## config.mk

```make
export PLATFORM = sky130hd
export DESIGN_NAME = fifo_wptr_full
export DESIGN_NICKNAME = d
export VERILOG_FILES = /design/src/rtl/fifo_pkg.sv /design/src/rtl/sync_2ff.sv /design/src/rtl/fifo_wptr_full.sv
export SDC_FILE = /design/constraint.sdc
export NUM_CORES = 1
export LEC_CHECK = 0
export ABC_AREA = 0
export CAP_MARGIN = 0
export CORE_ASPECT_RATIO = 1.1
export CORE_UTILIZATION = 60
export CTS_BUF_LIST = sky130_fd_sc_hd__clkbuf_16
export CTS_CLUSTER_SIZE = 28
export DETAILED_ROUTE_END_ITERATION = 7
export DONT_BUFFER_PORTS = 1
export GPL_ROUTABILITY_DRIVEN = 0
export PLACE_DENSITY = 0.76
export SLEW_MARGIN = 10
export SYNTH_ARGS = -nofsm -noshare
export SYNTH_HDL_FRONTEND = slang
export SYNTH_SLANG_ARGS = --single-unit
export TNS_END_PERCENT = 10
```

## constraint.sdc

```tcl
create_clock -name w_clk -period 2.8 [get_ports w_clk]
set_clock_uncertainty 0.2 [all_clocks]
set_input_delay 0.28 -clock w_clk [delete_from_list [all_inputs] [get_ports w_clk]]
set_output_delay 0.28 -clock w_clk [all_outputs]
set_load 0.05 [all_outputs]
```

## src/rtl/fifo_pkg.sv

```systemverilog
// Shared async-FIFO definitions: default geometry and Gray/binary pointer codecs.
package fifo_pkg;

  localparam int unsigned FIFO_NUM_BITS = 4;
  localparam int unsigned FIFO_DEPTH    = 16;

  // Codec working width; callers zero-extend narrower pointers and truncate the result.
  localparam int unsigned CODE_W = 32;

  // Binary to reflected Gray code.
  function automatic logic [CODE_W-1:0] bin2gray(input logic [CODE_W-1:0] b);
    return b ^ (b >> 1);
  endfunction

  // Gray to binary via an XOR prefix from the MSB down; zero upper bits leave the result intact.
  function automatic logic [CODE_W-1:0] gray2bin(input logic [CODE_W-1:0] g);
    logic [CODE_W-1:0] b;
    b = g;
    for (int i = CODE_W - 2; i >= 0; i--) begin
      b[i] = b[i+1] ^ g[i];
    end
    return b;
  endfunction

endpackage

```

## src/rtl/sync_2ff.sv

```systemverilog
// Two-flop synchroniser for a Gray-coded bus crossing into the clk domain.
module sync_2ff #(
  parameter int unsigned WIDTH = 1
) (
  input  logic             clk,
  input  logic             rst_n,
  input  logic [WIDTH-1:0] d,
  output logic [WIDTH-1:0] q
);

  logic [WIDTH-1:0] q1;

  // Metastability-settling stage followed by the stable output stage.
  always_ff @(posedge clk or negedge rst_n) begin
    if (!rst_n) begin
      q1 <= '0;
      q  <= '0;
    end else begin
      q1 <= d;
      q  <= q1;
    end
  end

endmodule

```

## src/rtl/fifo_wptr_full.sv

```systemverilog
// Write-side pointer and full/almost_full/level generator for the async FIFO (w_clk domain).
// Optional FIFO_WR_OVERFLOW_EN adds a sticky w_overflow flag with a w_ovf_clr input.
module fifo_wptr_full
  import fifo_pkg::*;
#(
  parameter int unsigned NUM_BITS     = FIFO_NUM_BITS,
  parameter int unsigned DEPTH        = FIFO_DEPTH,
  parameter int unsigned AFULL_THRESH = 2
) (
  input  logic                w_clk,
  input  logic                w_rst_n,
  input  logic                w_en,
  input  logic [NUM_BITS:0]   rd_ptr_gray,
  output logic [NUM_BITS-1:0] w_ptr_bin,
  output logic [NUM_BITS:0]   w_ptr_gray,
  output logic                full,
  output logic                almost_full,
  output logic [NUM_BITS:0]   w_level
`ifdef FIFO_WR_OVERFLOW_EN
  ,
  input  logic                w_ovf_clr,
  output logic                w_overflow
`endif
);

  localparam int unsigned PTR_W = NUM_BITS + 1;

  logic [PTR_W-1:0] wbin;
  logic [PTR_W-1:0] wbin_next;
  logic [PTR_W-1:0] wgray_next;
  logic [PTR_W-1:0] rq2;
  logic [PTR_W-1:0] rbin_sync;
  logic [PTR_W-1:0] level_next;
  logic [PTR_W-1:0] full_match;
  logic             push;

  // Bring the read pointer into w_clk; rq2 is its only consumer.
  sync_2ff #(
    .WIDTH(PTR_W)
  ) u_rsync (
    .clk  (w_clk),
    .rst_n(w_rst_n),
    .d    (rd_ptr_gray),
    .q    (rq2)
  );

  // Next pointer and flag terms; full/level look at wbin_next so full never lags a write.
  always_comb begin
    push       = w_en & ~full;
    wbin_next  = wbin + PTR_W'(push);
    wgray_next = PTR_W'(bin2gray(CODE_W'(wbin_next)));
    rbin_sync  = PTR_W'(gray2bin(CODE_W'(rq2)));
    level_next = wbin_next - rbin_sync;
    full_match = {~rq2[NUM_BITS:NUM_BITS-1], rq2[NUM_BITS-2:0]};
  end

  // Pointer and flag registers; w_ptr_gray is a bare flop so it can cross domains safely.
  always_ff @(posedge w_clk or negedge w_rst_n) begin
    if (!w_rst_n) begin
      wbin        <= '0;
      w_ptr_gray  <= '0;
      full        <= 1'b0;
      almost_full <= 1'b0;
      w_level     <= '0;
    end else begin
      wbin        <= wbin_next;
      w_ptr_gray  <= wgray_next;
      full        <= (wgray_next == full_match);
      almost_full <= (level_next >= PTR_W'(DEPTH - AFULL_THRESH));
      w_level     <= level_next;
    end
  end

  assign w_ptr_bin = wbin[NUM_BITS-1:0];

`ifdef FIFO_WR_OVERFLOW_EN
  // Sticky record of a write dropped while full; a new drop beats a clear in the same cycle.
  always_ff @(posedge w_clk or negedge w_rst_n) begin
    if (!w_rst_n) begin
      w_overflow <= 1'b0;
    end else if (w_en && full) begin
      w_overflow <= 1'b1;
    end else if (w_ovf_clr) begin
      w_overflow <= 1'b0;
    end
  end
`endif

endmodule

```

# Yosys cells after proc, flatten, opt, wreduce, memory -nomap -nowiden
# Cells that the tools add are included.
# classes
n_mux	0
shift	0
bitwise_logic	8
eq_ne	1
n_lt_le_gt_ge	1
addsub	2
reduce_logical	0
mul	0
div_mod_pow	0
# op_table
cell	count
$add A5 B1 Y5	1
$eq A5 B5 Y1	1
$ge A5 B4 Y1 const B	1
$sub A5 B5 Y5	1
$xor A5 B4 Y5	1
$xor A1 B1 Y1	4
$not A2 Y2	1
$and A1 B1 Y1	1
$not A1 Y1	1
# word_totals
ramBits	0
out_inout_bits	16
input_bits	8
reg_bits	27
mem_bits_ro	0
wordCells	19
latch_bits	0
memories	0

# Longest topological paths before layout
# Gate-level depths: netlist (run 1).
# logic_depth
ltp_word	6
depth_mapped	10
depth_no_buf	10

# Cells and area by module
# Synthesis (run 1) repeated with hierarchy kept, for this count alone.
# hier_totals
cells_unflattened	89
area_unflattened_um2	1203.7
# by_module_without_submodules
mod	cells_each	instances	area_each_um2	seq_area_each_um2
fifo_wptr_full	79	1	953.4	400.4
sync_2ff	10	1	250.2	250.2

# Worst setup path after synthesis (run 1)
# No wires, ideal clock.
# synth_timing
kind	reg2reg
from	register full
to	register almost_full
t_required_ns	2.459
path_slack_ns	0.014
t_arrival_ns	2.445
path_stages_with_launch	10
synth_period_minus_slack_ns	2.786
path_buffers	0
setup_time_ns	0.141
path_cell_list	dfrtp_1 > nor2b_1 > ha_1 > xnor2_1 > inv_1 > ha_1 > nor2b_1 > o21ai_0 > nor3b_1 > o311ai_1
# synth_via
elab_chain_len	5
# synth_lines
item	line_no	source
start, declared	fifo_wptr_full.sv:16	output logic full,
start signal, assigned	fifo_wptr_full.sv:68	full <= (wgray_next == full_match);
$not A1 Y1	fifo_wptr_full.sv:49	push = w_en & ~full;
$and A1 B1 Y1	fifo_wptr_full.sv:49	
$add A5 B1 Y5	fifo_wptr_full.sv:50	wbin_next = wbin + PTR_W'(push);
net wbin_next[1]	fifo_wptr_full.sv:29	logic [PTR_W-1:0] wbin_next;
$sub A5 B5 Y5	fifo_wptr_full.sv:53	level_next = wbin_next - rbin_sync;
$ge A5 B4 Y1	fifo_wptr_full.sv:69	almost_full <= (level_next >= PTR_W'(DEPTH - AFULL_THRESH));
end signal, assigned	fifo_wptr_full.sv:69	
end, declared	fifo_wptr_full.sv:17	output logic almost_full,
# The timed path passes the listed nets, and every way through them passes these cells.

# Worst setup path after layout (run 1)
# layout_timing
from	register u_rsync.q[3]
to	register almost_full
# layout_via
elab_chain_len	6
# layout_lines
item	line_no	source
start, declared	sync_2ff.sv:8	output logic [WIDTH-1:0] q
start signal, assigned	sync_2ff.sv:20	q <= q1;
$xor A1 B1 Y1 *	fifo_pkg.sv:20	b[i] = b[i+1] ^ g[i];
$xor A1 B1 Y1 (3 in series)	fifo_pkg.sv:20	
$sub A5 B5 Y5 *	fifo_wptr_full.sv:53	
$ge A5 B4 Y1 *	fifo_wptr_full.sv:69	
# Mark *: on every way between the ends. The rest lies on a longest branch, timed or not.

==> reports/metrics.yaml, run 1 <==
worst_setup_path:
  start_kind: "flip-flop"
  crit_path_end_kind: "flip-flop"
  path_delay_family: "XOR/XNOR gates"
  crit_chain: "xnor2_4, xor2_2, xor2_2, xnor2_1, ha_1, fa_2, nand2b_1, a21boi_2, or3_4, o311ai_1"
  critPathMaxFanout: 2
  crit_buf_inv: 0
  required_ns: 2.72
  cp.arrival_ns: 2.64
  max_stage_delay_ns: 0.45
  crit_top_cell: "xor2_2"
  slowest_stage: "dfrtp_2"
  rrSetupSlack_ns: 0.08
  crit_type: "flip-flop to flip-flop"
run_status:
  status: "finished, final reports clean"
clock_network:
  cts_made_buffers: 3
  cts_tree: "done"
  cts-htree-levels: 1
  root_buffer: "clkbuf_16"
  clock_path_buffers: 2
  clock-sinks: 26
  insertion_delay_ns: 0.25
  clkTransAtPathRegs_ns: 0.06
placed_design:
  numPlacedInstances: 122
  dpl.hpwl_um: 1230
  port_buffers: 0
  detailedPlace.worstSlack_ns: -0.0543
global_route:
  grt_max_degree: 27
  grt_first_pass_wirelength_um: 3390
  grt_pass1_vias: 752
  antenna_found_initial: 0
  grt.total_usage: 0.213
  grt_overflow: 0
timing:
  holdWs_ns: 0.147
  post-route-period-util: 0.973
  setup_viol: 0
  hold_violations: 0
  drv_slew: 0
  fmax_mhz: 367
  tightest_slew_ns: 0.457
  fin_tns_setup_ns: 0
  fin_ws_ns: 0.0757
  period_needed_ns: 2.72
  slew_headroom: 0.696
drt:
  vias: 710
  drt-initial-drc-count: 17
  viasPerCell: 5.22
  drc_errors: 0
  post_drt_wl_per_cell_um: 15.3
  final_antenna_net_count: 0
  drt-pass1-iter-count: 4
  routed_wl_um: 2090
die:
  die-width_um: 44.7
  coreArea_sq_um: 1840
  initial_core_util: 0.654
  rows: 16
  die_height_um: 49.0
  die_area_sq_um: 2190
  io_pins: 24
final_layout:
  multiInputGateArea_sq_um: 542
  area_growth_pct: 24.9
  nFillCells: 106
  fin_nets: 126
  regArea_sq_um: 653
  layout_common_cells: "24 x dfrtp_1, 12 x buf_4, 11 x xnor2_1"
  drive_gt1_frac: 0.266
  n_antenna_cell: 0
  final_common_cell: "dfrtp_1"
  fin_cells: 136
synthesis:
  syn_nets: 104
  ys_ff_latch: 26
  netlist_area_sq_um: 1200
  yosys_warnings: 0
  syn_avg_cell_area_sq_um: 13.5
  netlist_instances: 89
  seq_area_frac_synth: 0.541
  synth.distinct_cells: 30
run:
  drv_cap: 0
hold_path:
  hp-class: "flip-flop to flip-flop"
routing by layer:
layer,up-vias,part of all wire,wire length (um),GRT usage
met5,-,0,0,0
met4,0,0.0043,9,0.0606
met3,2,0.032,67,0.0370
met2,27,0.51,1070,0.350
met1,350,0.45,941,0.287
li1,331,-,-,-
Yosys cell counts:
cell	instances	area share
dfrtp_1	26	0.54
xnor2_1	12	0.087
a21oi_1	1	0.0042
and4b_1	1	0.0083
xnor3_1	1	0.019
and2b_1	1	0.0062
nand4_1	1	0.0052
nor2_1	1	0.0031
o311ai_1	1	0.0073
nand2_1	3	0.0094
xnor2_2	2	0.027
xor2_1	5	0.036
or2b_1	1	0.0062
nor3b_1	1	0.0062
or3_1	1	0.0052
nor2b_1	3	0.016
a311oi_2	1	0.012
o211ai_1	1	0.0062
buf_8	1	0.012
nor4_2	1	0.010
ha_1	6	0.062
a21boi_0	2	0.012
fa_1	1	0.017
o21ai_0	2	0.0083
buf_6	1	0.0094
a2bb2oi_1	1	0.0073
nand2b_1	1	0.0052
inv_1	8	0.025
nand3_1	1	0.0042
xor3_2	1	0.021
worst register-to-register path: stages (launching register included):
cell and delay [ns]:
dfrtp_2 0.45, xnor2_4 0.21, xor2_2 0.25, xor2_2 0.22, xnor2_1 0.10, ha_1 0.21
fa_2 0.35, nand2b_1 0.17, a21boi_2 0.18, or3_4 0.15, o311ai_1 0.09
final timing paths:
kind,start,to,depth (start not counted)
setup / recovery,u_rsync.q[3],almost_full,10
hold / removal,u_rsync.q1[3],u_rsync.q[3],0
setup reg to reg,u_rsync.q[3],almost_full,10
hold reg to reg,u_rsync.q1[3],u_rsync.q[3],0
max in group asynchronous,w_rst_n,u_rsync.q[4],2
min in group asynchronous,w_rst_n,u_rsync.q1[1],2
cells by family after synthesis:
logic type      Yosys count  share of synthesized area
compound gates            9                     0.0582
xor+xnor                 21                      0.190
buf+inv                  10                     0.0468
simple gates             16                     0.0852
fa+ha+maj                 7                     0.0790
flops                    26                      0.541
timing repair:
| item | in CTS | in global routing |
|---|---|---|
| gates resized for setup | 2 | 8 |
| pin swaps | 1 | 4 |
| setup buffers | 1 | 3 |
| setup endpoints to repair | 2 | 2 |
| hold buffers | 7 | 0 |
| hold endpoints to repair | 31 | 0 |
final cells by class:
| type | instances | share of cell area |
|---|---|---|
| flip-flops and latches | 26 | 0.434 |
| multi-input cells | 53 | 0.360 |
| repair buffers | 19 | 0.113 |
| clock buffers | 3 | 0.0499 |
| well taps | 27 | 0.0225 |
| inverters | 8 | 0.0200 |
per-stage QoR:
stage          area (sq um)  utilization
3_5_place_dp           1270        0.690
3_3_place_gp           1270        0.690
4_1_cts                1440        0.783
6_report               1500        0.817
2_1_floorplan          1200            -
5_1_grt                1500        0.817
sequential cells by signal, indices dropped and copies added, names as in the netlist:
register	cells
wbin	4
w_level	5
u_rsync.q	5
w_ptr_gray	5
full	1
u_rsync.q1	5
almost_full	1
Power of run 1 is not shown: default switching activity piles up to over one toggle a cycle in this logic, so the estimate is an artifact.
==> run 2: changes to the inputs <==
Settings changed: CTS_CLUSTER_DIAMETER set to 30, SETUP_SLACK_MARGIN set to 0.15.
==> run 2 against run 1 <==
Die area unchanged. Final area up 1.2%. Hold slack better by 0.0024 ns. Routed wire length down 11%. Via count up 3.0%. Sequential cell count unchanged. Global-route usage down 1.6 points. First-iteration DRC count down 88%. Clock-buffer cell count unchanged. Worst setup slack better by 0.064 ns. Non-clock buffer count up 1.
==> reports/metrics.yaml, run 2 (synthesized netlist as in run 1, its figures left out) <==
run_status:
  status: "finished, final reports clean"
final_layout:
  area_growth_pct: 26.5
  fin_nets: 127  # +0.79%
  n_antenna_cell: 0  # unchanged
  design_area_sq_um: 1520  # +1.2%
  drive_gt1_frac: 0.288  # +0.0222
  layout_common_cells: "25 x dfrtp_1, 13 x buf_4, 11 x xnor2_1"
  utilization: 0.827  # +0.0102
  nFillCells: 101  # -4.7%
  final_common_cell: "dfrtp_1"
drt:
  drc_errors: 0  # unchanged
  post_drt_wl_per_cell_um: 13.5  # -12%
  vias: 731  # +3.0%
  drt-pass1-iter-count: 4  # unchanged
  routed_wl_um: 1870  # -11%
  final_antenna_net_count: 0  # unchanged
  viasPerCell: 5.30  # +1.5%
  drt-initial-drc-count: 2  # -15
worst_setup_path:
  crit_chain: "xnor2_2, xor2_1, xor2_1, xnor2_1, ha_2, fa_2, nand2b_4, a21boi_2, or3_4, o311ai_4"
  r2r-start: "u_rsync.q[4]"
  cp.arrival_ns: 2.58  # -0.06 ns
  crit_top_cell: "xor2_1"
  crit_type: "flip-flop to flip-flop"
  required_ns: 2.72  # about the same
  slowest_stage: "dfrtp_1"
  crit_start: "u_rsync.q[4]"
  max_stage_delay_ns: 0.41  # -0.04 ns
  crit_path_end_kind: "flip-flop"
  critPathMaxFanout: 2  # unchanged
  start_kind: "flip-flop"
placed_design:
  placed_cell_area_sq_um: 1280  # +0.69%
  dpl.hpwl_um: 1250  # +2.1%
  port_buffers: 0  # unchanged
timing:
  hold_violations: 0  # unchanged
  slew_headroom: 0.703  # +0.00690
  post-route-period-util: 0.950  # -0.0230
  period_needed_ns: 2.66  # -0.0644 ns
  setup_viol: 0  # unchanged
  tightest_slew_ns: 0.446  # -0.0104 ns
  drv_slew: 0  # unchanged
  fmax_mhz: 376  # +2.4%
  fin_tns_setup_ns: 0  # unchanged
  rsz0062_at_grt: "yes"
global_route:
  grt_pass1_vias: 734  # -2.4%
  grt_overflow: 0  # unchanged
  grt_first_pass_wirelength_um: 3110  # -8.3%
  antenna_found_initial: 0  # unchanged
  grt_max_degree: 27  # unchanged
  grt.total_usage: 0.198  # -0.0156
die:
  die-width_um: 44.7  # unchanged
  rows: 16  # unchanged
  die_area_sq_um: 2190  # unchanged
  die_height_um: 49.0  # unchanged
  io_pins: 24  # unchanged
  initial_core_util: 0.654  # unchanged
  coreArea_sq_um: 1840  # unchanged
run:
  drv_cap: 0  # unchanged
clock_network:
  cts_made_buffers: 3  # unchanged
  clkTransAtPathRegs_ns: 0.06  # about the same
  clock_path_buffers: 2  # unchanged
  insertion_delay_ns: 0.25  # about the same
  clock-sinks: 26  # unchanged
  root_buffer: "clkbuf_16"
  cts-htree-levels: 1  # unchanged
  cts_tree: "done"
hold_path:
  hp-class: "flip-flop to flip-flop"
  hp-start: "u_rsync.q1[4]"
run 2: cell types whose count changed in the layout (fill, tap and decap cells not counted), sizes merged:
| cell | before | now |
|---|---|---|
| inv | 8 | 9 |
| buf | 13 | 14 |
run 2: repair_timing:
action,4_1_cts,5_1_grt
resized for setup,2,11
setup endpoints to repair,2,3
hold endpoints to repair,31,0
pin swaps,3,8
buffers inserted,4,1
hold buffers,7,0
run 2: area by class of cell:
class	instances	area, sq um	share of cell area
Sequential cell	26	652	0.428
Multi-Input combinational cell	53	551	0.362
Timing Repair Buffer	20	178	0.117
Clock buffer	3	75.1	0.0493
Tap cell	27	33.8	0.0222
Inverter	8	30.0	0.0197
Clock inverter	1	3.75	0.00247
run 2: metrics by stage:
| stage | worst slack (ns) | std cells | hold slack [ns] |
|---|---|---|---|
| detailed placement | -0.0410 | 122 | -0.215 |
| global placement | 0.0183 | 122 | -0.215 |
| CTS | 0.165 | 137 | 0.152 |
| global route | -0.0429 | 138 | 0.154 |
| floorplan | 0.194 | 89 | -0.216 |
| finish | 0.140 | 138 | 0.149 |
run 2: worst paths after layout:
kind	cells after the start	slack (ns)	end
setup reg to reg	10	0.14	almost_full
hold / removal	0	0.15	u_rsync.q[4]
hold reg to reg	0	0.15	u_rsync.q[4]
min in group asynchronous	2	0.27	w_ptr_gray[1]
setup / recovery	10	0.14	almost_full
max in group asynchronous	2	1.97	full
run 2: worst max-delay path: cells and delay by family (launching register included):
kind	cells	cell delay, ns
xor gates and xnor gates	4	0.78
adders and majority gates	2	0.57
DFF	1	0.41
and+or+nand+nor	2	0.32
AOI/OAI and AO/OA	2	0.25
run 2: routing by layer:
metal / up-vias / global-route usage / wire (um)
met5: - / 0 / 0
met3: 5 / 0.0407 / 82
met2: 27 / 0.326 / 960
met4: 0 / 0.0909 / 45
met1: 364 / 0.244 / 778
li1: 335 / - / -
Power of run 2 is left out for the same reason.
